`src/rtl/alu_nibble_sequencer.sv`:
```
// alu_nibble_sequencer
// Runs a WIDTH-bit operation through an external 4-bit ALU slice. It handles
// one nibble per cycle, from least significant to most significant, and
// chains the carry from each nibble into the next.
//
// Ports:
//   clk, rst_n           clock, asynchronous active-low reset
//   start                request an operation (accepted only in IDLE)
//   op_s, op_m, cin      function select, mode (1 = logic), carry-in
//   opa, opb             WIDTH-bit operands
//   busy, done           busy = processing nibbles; done = 1-cycle completion pulse
//   result, cout, zero   assembled result, final slice carry, result == 0
//   alu_a, alu_b         nibble operands sent to the slice
//   alu_s, alu_m, alu_ci control and carry sent to the slice
//   alu_f, alu_co        combinational result and carry returned by the slice
module alu_nibble_sequencer #(
  parameter int WIDTH = 16
) (
  input  logic             clk,
  input  logic             rst_n,
  input  logic             start,
  input  logic [1:0]       op_s,
  input  logic             op_m,
  input  logic             cin,
  input  logic [WIDTH-1:0] opa,
  input  logic [WIDTH-1:0] opb,
  output logic             busy,
  output logic             done,
  output logic [WIDTH-1:0] result,
  output logic             cout,
  output logic             zero,
  output logic [3:0]       alu_a,
  output logic [3:0]       alu_b,
  output logic [1:0]       alu_s,
  output logic             alu_m,
  output logic             alu_ci,
  input  logic [3:0]       alu_f,
  input  logic             alu_co
);

  localparam int N  = WIDTH / 4;
  localparam int KW = (N > 1) ? $clog2(N) : 1;

  typedef enum logic [1:0] {
    IDLE = 2'd0,
    RUN  = 2'd1,
    DONE = 2'd2
  } state_t;

  state_t            state_q, state_d;
  logic [KW-1:0]     k_q, k_d;
  logic [WIDTH-1:0]  opa_q, opa_d;
  logic [WIDTH-1:0]  opb_q, opb_d;
  logic [1:0]        op_s_q, op_s_d;
  logic              op_m_q, op_m_d;
  logic              carry_q, carry_d;
  logic [WIDTH-1:0]  result_q, result_d;
  logic              cout_q, cout_d;

  always_ff @(posedge clk or negedge rst_n) begin
    if (!rst_n) begin
      state_q  <= IDLE;
      k_q      <= '0;
      opa_q    <= '0;
      opb_q    <= '0;
      op_s_q   <= '0;
      op_m_q   <= 1'b0;
      carry_q  <= 1'b0;
      result_q <= '0;
      cout_q   <= 1'b0;
    end else begin
      state_q  <= state_d;
      k_q      <= k_d;
      opa_q    <= opa_d;
      opb_q    <= opb_d;
      op_s_q   <= op_s_d;
      op_m_q   <= op_m_d;
      carry_q  <= carry_d;
      result_q <= result_d;
      cout_q   <= cout_d;
    end
  end

  always_comb begin
    state_d  = state_q;
    k_d      = k_q;
    opa_d    = opa_q;
    opb_d    = opb_q;
    op_s_d   = op_s_q;
    op_m_d   = op_m_q;
    carry_d  = carry_q;
    result_d = result_q;
    cout_d   = cout_q;
    busy     = 1'b0;
    done     = 1'b0;
    alu_a    = '0;
    alu_b    = '0;
    alu_ci   = 1'b0;

    unique case (state_q)
      IDLE: begin
        if (start) begin
          opa_d   = opa;
          opb_d   = opb;
          op_s_d  = op_s;
          op_m_d  = op_m;
          carry_d = cin;
          k_d     = '0;
          state_d = RUN;
        end
      end
      RUN: begin
        busy   = 1'b1;
        alu_a  = opa_q[{k_q, 2'b00} +: 4];
        alu_b  = opb_q[{k_q, 2'b00} +: 4];
        alu_ci = carry_q;
        result_d[{k_q, 2'b00} +: 4] = alu_f;
        // The slice inverts its carry-out in the s[1]=1 arithmetic modes.
        // XOR with s[1] gives a true carry to chain into the next nibble.
        carry_d = alu_co ^ op_s_q[1];
        if (k_q == KW'(N - 1)) begin
          cout_d  = alu_co;
          k_d     = '0;
          state_d = DONE;
        end else begin
          k_d = k_q + 1'b1;
        end
      end
      DONE: begin
        done    = 1'b1;
        state_d = IDLE;
      end
      default: state_d = IDLE;
    endcase
  end

  assign alu_s  = op_s_q;
  assign alu_m  = op_m_q;
  assign result = result_q;
  assign cout   = cout_q;
  assign zero   = (result_q == '0);

endmodule
```
`config.mk`:
```
export PLATFORM = sky130hd
export DESIGN_NAME = alu_nibble_sequencer
export DESIGN_NICKNAME = d
export VERILOG_FILES = /design/src/rtl/alu_nibble_sequencer.sv
export SDC_FILE = /design/constraint.sdc
export NUM_CORES = 1
export LEC_CHECK = 0
export ABC_AREA = 1
export CAP_MARGIN = 30
export CORE_MARGIN = 10
export CORE_UTILIZATION = 45
export DETAILED_ROUTE_END_ITERATION = 7
export PLACE_DENSITY = 0.76
export SYNTH_ARGS = -nofsm -noshare
export SYNTH_HDL_FRONTEND = slang
export SYNTH_SLANG_ARGS = --single-unit
```
`constraint.sdc`:
```
create_clock -name clk -period 4.37 [get_ports clk]
set_input_delay 0.6555 -clock clk [delete_from_list [all_inputs] [get_ports clk]]
set_output_delay 0.6555 -clock clk [all_outputs]
set_load 0.005 [all_outputs]
```
* Word level (Yosys, flattened, before mapping)
Index checks and enable logic that the tools add are counted.
** Word-level totals
- Flip-flop bits (word level) :: 57
- Bits of input ports :: 44
- Output and inout bits :: 32
** Cells by class
- Add/subtract/negate cells :: 2
- Equal/unequal tests :: 5
- Shifts and indexed selects :: 4
- Muxes and demuxes :: 14
- Bitwise logic cells :: 1
- Reductions and logical operators :: 7
** Operators with widths (number)
- $shiftx 16x5->4 :: 2
- $bwmux 16 :: 1
- $logic_not 16->1 :: 1
- $shift 4x6->16 const A :: 1
- $shiftx 4x6->16 :: 1
- $mux 2 :: 4
- $mux 4 :: 2
- $pmux 2 s2 :: 2
- $reduce_and 2->1 :: 4
- $neg 4->6 :: 1
- $eq 2x2->1 const B :: 2
- $mux 1 :: 4
- $ne 2x2->1 const B :: 2
- $add 2x1->2 const B :: 1
- $eq 2x1->1 const B :: 1
- $logic_not 2->1 :: 1
- $pmux 1 s2 :: 1
- $reduce_bool 2->1 :: 1
- $xor 1x1->1 :: 1

* Depth between registers and ports, before layout
- Word-level depth :: 3
- Gate-level depth with buffers :: 8
- Gate-level depth less buffers :: 7

* Worst setup path after synthesis
No wires, ideal clock.
- Path kind :: reg2out
- Start point :: reg k_q[0]
- End point :: out alu_a[0]
- Data arrival time :: 1.028 ns
- Data required time :: 3.714 ns
- Setup slack :: 2.687 ns
- Cell stages (with the launch flop) :: 6
- Cell sequence :: dfrtp_1 -> inv_1 -> clkbuf_1 -> nand2_1 -> nand3_1 -> a21oi_1
** On the way
- Word-level cells in the longest chain between the ends :: 2
** Ends and longest elaborated chain
- from (decl) :: RTL line 51 : logic [KW-1:0] k_q, k_d;
- from (signal assigned) :: RTL line 73 : k_q <= k_d;
- $shiftx 16x5->4 :: RTL line 114 : alu_a = opa_q[{k_q, 2'b00} +: 4];
- $mux 4 :: RTL line 100 : unique case (state_q)
- to (decl) :: RTL line 32 : output logic [3:0] alu_a,
Every way passes these cells.

* Worst setup path in the final report
- Start point :: reg k_q[0]
- End point :: out alu_b[0]
** On the way
- Word-level cells in the longest chain between the ends :: 2
** Ends and longest elaborated chain
- $shiftx 16x5->4 :: RTL line 115 : alu_b = opb_q[{k_q, 2'b00} +: 4];
- $mux 4 :: RTL line 100
- to (decl) :: RTL line 33 : output logic [3:0] alu_b,
Every way passes these cells.

==> flow_summary_export.csv <==
group,metric,value,unit
status,status,"complete, no violations",
clock_network,htree_levels,3,
logic_synthesis,yosys_warnings,0,
power_and_ir_drop,peakVddDrop,0.422,mV
global_routing,antenna_found_initial,0,
hold_path,holdCritPathClass,"in -> async",
logic_synthesis,synth_cells,353,
global_routing,grt_use_total,0.142,
die,core,5920,µm²
clock_network,cts-buffers-inserted,9,
critical_path,start_kind,"register",
die,dieWidth,98.0,µm
power_and_ir_drop,p_per_area,729,nW/µm²
timing,hold_viol,0,
placed_design,numPlacedInstances,492,
logic_synthesis,ys_seq_elements,57,
clock_network,cts_tree,"done",
route,wl_per_cell,13.3,µm
critical_path,cp_max_fo,24,
logic_synthesis,ys_async_sr_fraction,1.00,
cells_and_area,ff_latch_area,1430,µm²
clock_network,cts_resized,0,
cells_and_area,postLayoutCoreUtil,0.631,
logic_synthesis,syn_area,2740,µm²
logic_synthesis,yosysSeqAreaShare,0.521,
logic_synthesis,yosys.area.top_type_share,0.521,
logic_synthesis,ys_types,20,
power_and_ir_drop,leakagePower,1.89,nW
cells_and_area,drive_gt1_frac,0.0624,
critical_path,timing.critical_path.to_type,"output port",
route,drc,0,
die,initial_core_util,0.462,
timing,timing.hold.ws,0.454,ns
timing,setup_tns,0,ns
route,vias,2442,
timing,drv_slew,0,
die,fp.dieH,98.0,µm
timing,relSlewSlack,0.495,
clock_network,cts_root_buf,"clkbuf_8",
route,ant_nets,0,
logic_synthesis,synthFlopType,"dfrtp_1",
cells_and_area,final_common_cell,"nand2_1",
timing,period_share,0.772,
placed_design,gp_congestion,0.818,
timing,min_period,3.37,ns
route,routed_via_density,4.81,
logic_synthesis,yosysTopAreaCell,"dfrtp_1",
die,ioPinCount,76,
power_and_ir_drop,p_sw_frac,0.372,
power_and_ir_drop,p_sw,1.01,mW
timing,clock.fmax,297,MHz
global_routing,first_global_vias,2508,
critical_path,critPathKind,"reg -> out",
route,totalWireLength,6750,µm
cells_and_area,stdcell_count,508,
die,num_rows,28,
route,dr.first_iter.drc_count,131,
clock_network,post_cts_buffers,0,
cells_and_area,multi_input_area,1050,µm²
route,dr.pass1.iters,4,
cells_and_area,nets,478,
global_routing,grt_pass1_wl,11400,µm
die,dieArea,9600,µm²
logic_synthesis,syn_area_per_cell,7.75,µm²
placed_design,place_hpwl,4840,µm
power_and_ir_drop,intPower,1.71,mW
global_routing,grt_max_degree,72,
timing,rsz0062_at_grt,"no",
cells_and_area,antenna_cells,0,
power_and_ir_drop,clockPowerShare,0.188,
clock_network,cts.reportedPaths.clkPinSlew,0.06,ns
logic_synthesis,synth_edf_count,0,
power_and_ir_drop,combinationalPowerShare,0.469,
clock_network,postCtsHoldBufs,0,
power_and_ir_drop,p_total,2.72,mW
timing,finalSetupViolations,0,
clock_network,clock-sinks,57,
logic_synthesis,synth_area_leaders,"dfrtp_1, nand2_1, a21oi_1",
timing,tightest_slew,0.758,ns
timing,finalClockSkew,0.00388,ns
critical_path,arrival,2.72,ns
global_routing,grt-ovfl-total,0,
job,maxCapViolations,0,
cells_and_area,fillerInstances,536,
logic_synthesis,syn-num-nets,403,
critical_path,worstPathRequired,3.71,ns
cells_and_area,syn2layout_area_growth,36.6,%
clock_network,clk_latency,0.33,ns
power_and_ir_drop,seq_power_share,0.343,
clock_network,clockBufferDepth,2,
cells_and_area,final_cell_mix,"nand2_1, clkdlybuf4s50_1, dfrtp_1",
placed_design,port_buffers,75,
-- worst paths after layout --
path / from / endpoint / slack (ns) / cells after the start
worst max-delay path: k_q[0] / alu_b[0] / 1.0 / 5
worst min-delay path: rst_n / result[1] / 0.45 / 2
worst max register to register: k_q[0] / result[0] / 1.89 / 7
worst min register to register: alu_m / alu_m / 0.49 / 2
max in group asynchronous: rst_n / opa_q[10] / 3.46 / 2
min in group clk: alu_m / alu_m / 0.49 / 2
-- logic make-up after synthesis --
family / Yosys count / share of synthesized area
flip-flops: 57 / 0.521
buffers and inverters: 65 / 0.0937
adder cells (fa/ha/maj): 6 / 0.0274
AO/OA/AOI/OAI: 48 / 0.0892
AND/OR/NAND/NOR: 177 / 0.268
-- Yosys cell counts, types with 2 or more instances --
library cell / instances
a21oi_1: 41
buf_2: 10
clkbuf_1: 3
dfrtp_1: 57
ha_1: 6
inv_1: 49
inv_2: 3
nand2_1: 92
nand2_2: 2
nand3_1: 23
nand3b_1: 2
nand4_1: 2
nor2_1: 49
nor2_2: 3
nor3_1: 2
o21ai_0: 5
-- worst max-delay path, stage by stage, from the launching register on --
cell	delay (ns)
dfrtp_1	0.83
inv_1	0.56
nand2_1	0.18
nand3_1	0.08
a21oi_1	0.18
clkdlybuf4s50_1	0.54
-- registers in the layout (all words and copies together), names as in the netlist --
name / cells
alu_m: 1
carry_q: 1
k_q: 2
opb_q: 16
alu_s: 2
opa_q: 16
cout: 1
result: 16
state_q: 2
-- power groups by stage --
stage | logic, mW | clock network, mW | registers [mW]
5_1_grt | 1.45 | 0.544 | 0.966
2_1_floorplan | 0.741 | 0 | 0.890
4_1_cts | 1.30 | 0.523 | 0.934
3_5_place_dp | 1.29 | 0 | 0.941
6_report | 1.28 | 0.512 | 0.933
3_3_place_gp | 1.26 | 0 | 0.928
-- final cells by class --
class                      count  area share
timing repair buffer          77       0.204
sequential                    57       0.382
clock inverter                 2     0.00937
tap                           75      0.0251
inverter                      52      0.0522
clock buffer                  14      0.0462
multi-input combinational    231       0.282
-- per-stage QoR --
stage               instance area (µm²)  setup WS, ns
floorplan                          2740          2.69
global placement                   3530          1.47
detailed placement                 3530          1.41
CTS                                3740          1.02
global route                       3740         0.767
finish                             3740         0.998
-- routing by layer --
| metal | vias to the layer above | part of all wire | global-route usage |
|---|---|---|---|
| met1 | 1106 | 0.43 | 0.161 |
| met4 | 0 | 0.015 | 0.0604 |
| met2 | 89 | 0.47 | 0.227 |
| met3 | 11 | 0.090 | 0.0606 |
| met5 | - | 0 | 0 |
| li1 | 1236 | - | - |
Power figures use the tool's default switching activity.
==> RTL edit (same flow settings) <==
The 3 states of `state_t` get a one-hot encoding in 3 bits.
--- a/src/rtl/alu_nibble_sequencer.sv
+++ b/src/rtl/alu_nibble_sequencer.sv
@@ -41,10 +41,10 @@
   localparam int N  = WIDTH / 4;
   localparam int KW = (N > 1) ? $clog2(N) : 1;
 
-  typedef enum logic [1:0] {
-    IDLE = 2'd0,
-    RUN  = 2'd1,
-    DONE = 2'd2
+  typedef enum logic [2:0] {
+    IDLE = 3'b001,
+    RUN  = 3'b010,
+    DONE = 3'b100
   } state_t;
 
   state_t            state_q, state_d;
Check against the original RTL: no difference found for any inputs over 10 cycles, from zero or initial values and one cycle with rst_n low; not proved beyond that.
==> RTL edit against the original RTL <==
- die area increased by 4.5%
- global-route usage decreased by 0.20 points
- largest cell class unchanged
- worst setup slack improved by 0.42 ns
- first-iteration DRC count decreased by 24%
- synthesized area increased by 5.7%
- final area increased by 2.6%
- combinational power decreased by 28%
- power decreased by 15%
- cell count increased by 4.3%
- sequential cell count increased by 1
- routed wire length decreased by 0.61%
- clock power decreased by 11%
==> RTL edit: results <==
critical_path:
  cp.arrival_ns: 2.30
  critPathLaunch: "k_q[1]"
  cpPeakStageDelay_ns: 0.56
  r2r_cells: 6
  endpoint: "alu_a[0]"
  cp_max_fo: 19
  crit_path_top_delay_cell: "clkdlybuf4s50_1"
  regToRegEndpoint: "result[11]"
  cpLargestDelayFamily: "buffers and inverters"
  rrSetupSlack_ns: 2.27
cells_and_area:
  layout-drive-gt1-share_pct: 5.740
  nNetsFinal: 498
  fill_cells: 586
synthesis:
  async_reset_ff_share_pct: 100.0
  ys_warn_count: 0
  synth_nets: 422
  seq_area_frac_synth_pct: 50.24
  synth_common_cells: "118 x nand2_1, 57 x dfrtp_1, 55 x inv_1"
  synth_area_leaders: "dfrtp_1 49%, nand2_1 15%, inv_1 7.1%, nor2_1 4.5%, o21ai_1 4.5%"
  synth_cell_type_count: 22
power_and_ir_drop:
  power_w: 0.002315
  power.combinational.total_w: 0.000926
  seq_power_share_pct: 40.2
  p_leak_nw: 1.924
  switching_power_w: 0.0008586
  max-vdd-ir-drop_mv: 0.3234
timing:
  final.setup_skew_ns: 0.004328
  worstMarginPinSlew_ns: 0.7161
placed_design:
  dp_hpwl_um: 4929
  routabilityCongestion: 0.8562
detailed_routing:
  via_per_inst: 4.789
  dr.pass1.iters: 4
  post_drt_wl_per_cell_um: 12.65
  drtIter0Drc: 100
clock_tree:
  h-tree-depth: 3
  postCtsSetupRepairBufs: 0
  cts_root_buffer: "clkbuf_8"
status:
  status: "completed"
global_route:
  grt_pass1_vias: 2556
  grt_pass1_wl_um: 11500
  grt_max_degree: 59
  grt_use_total_pct: 13.95
## RTL edit: cell types whose count changed after synthesis, moves of 9 or more
cell     before  now
a21oi_1      41    8
nand2_1      92  118
o21ai_1       0   26
o21ai_0       5   20
nor2_1       49   35
buf_6         0    9
## RTL edit: kinds of logic after synthesis
| group | share of synthesized area (%) |
|---|---|
| simple gates | 26.09 |
| buf+inv | 11.73 |
| flops | 50.24 |
| compound gates | 9.347 |
| fa+ha+maj | 2.596 |
## RTL edit: per-layer routing
| metal | track usage, % | share of wire, % | vias up |
|---|---|---|---|
| met3 | 5.495 | 8.2 | 9 |
| met2 | 21.81 | 46 | 67 |
| li1 | - | - | 1307 |
| met5 | 0 | 0 | - |
| met1 | 16.83 | 44 | 1155 |
| met4 | 5.543 | 1.3 | 0 |
## RTL edit: cell type report
cell class	instances	area (um2)	share of cell area, %
clock buffer	14	172.7	4.504
clock inverter	2	10.01	0.2611
inverter	57	214.0	5.581
multi-input combinational	243	1100	28.69
sequential	58	1453	37.89
tap	77	96.34	2.513
timing repair buffer	79	788.3	20.56
## RTL edit: metrics by stage
stage,util [%],setup WS (ns),area [um2],std cells,hold WS (ns)
finish,60.72,1.418,3834,530,0.4700
global route,60.72,1.222,3834,530,0.5203
CTS,60.72,1.383,3834,530,0.4855
detailed placement,57.83,1.754,3651,514,0.4694
global placement,57.51,1.683,3631,513,0.4607
floorplan,-,2.662,2892,372,0.3599
## RTL edit: worst reg2reg max path, cell delays in order, from the launching register on
cell      delay (ns)
dfrtp_1         0.42
clkinv_1        0.45
ha_1            0.52
inv_1           0.08
nor3_1          0.36
nand3_1         0.14
nand2_1         0.08
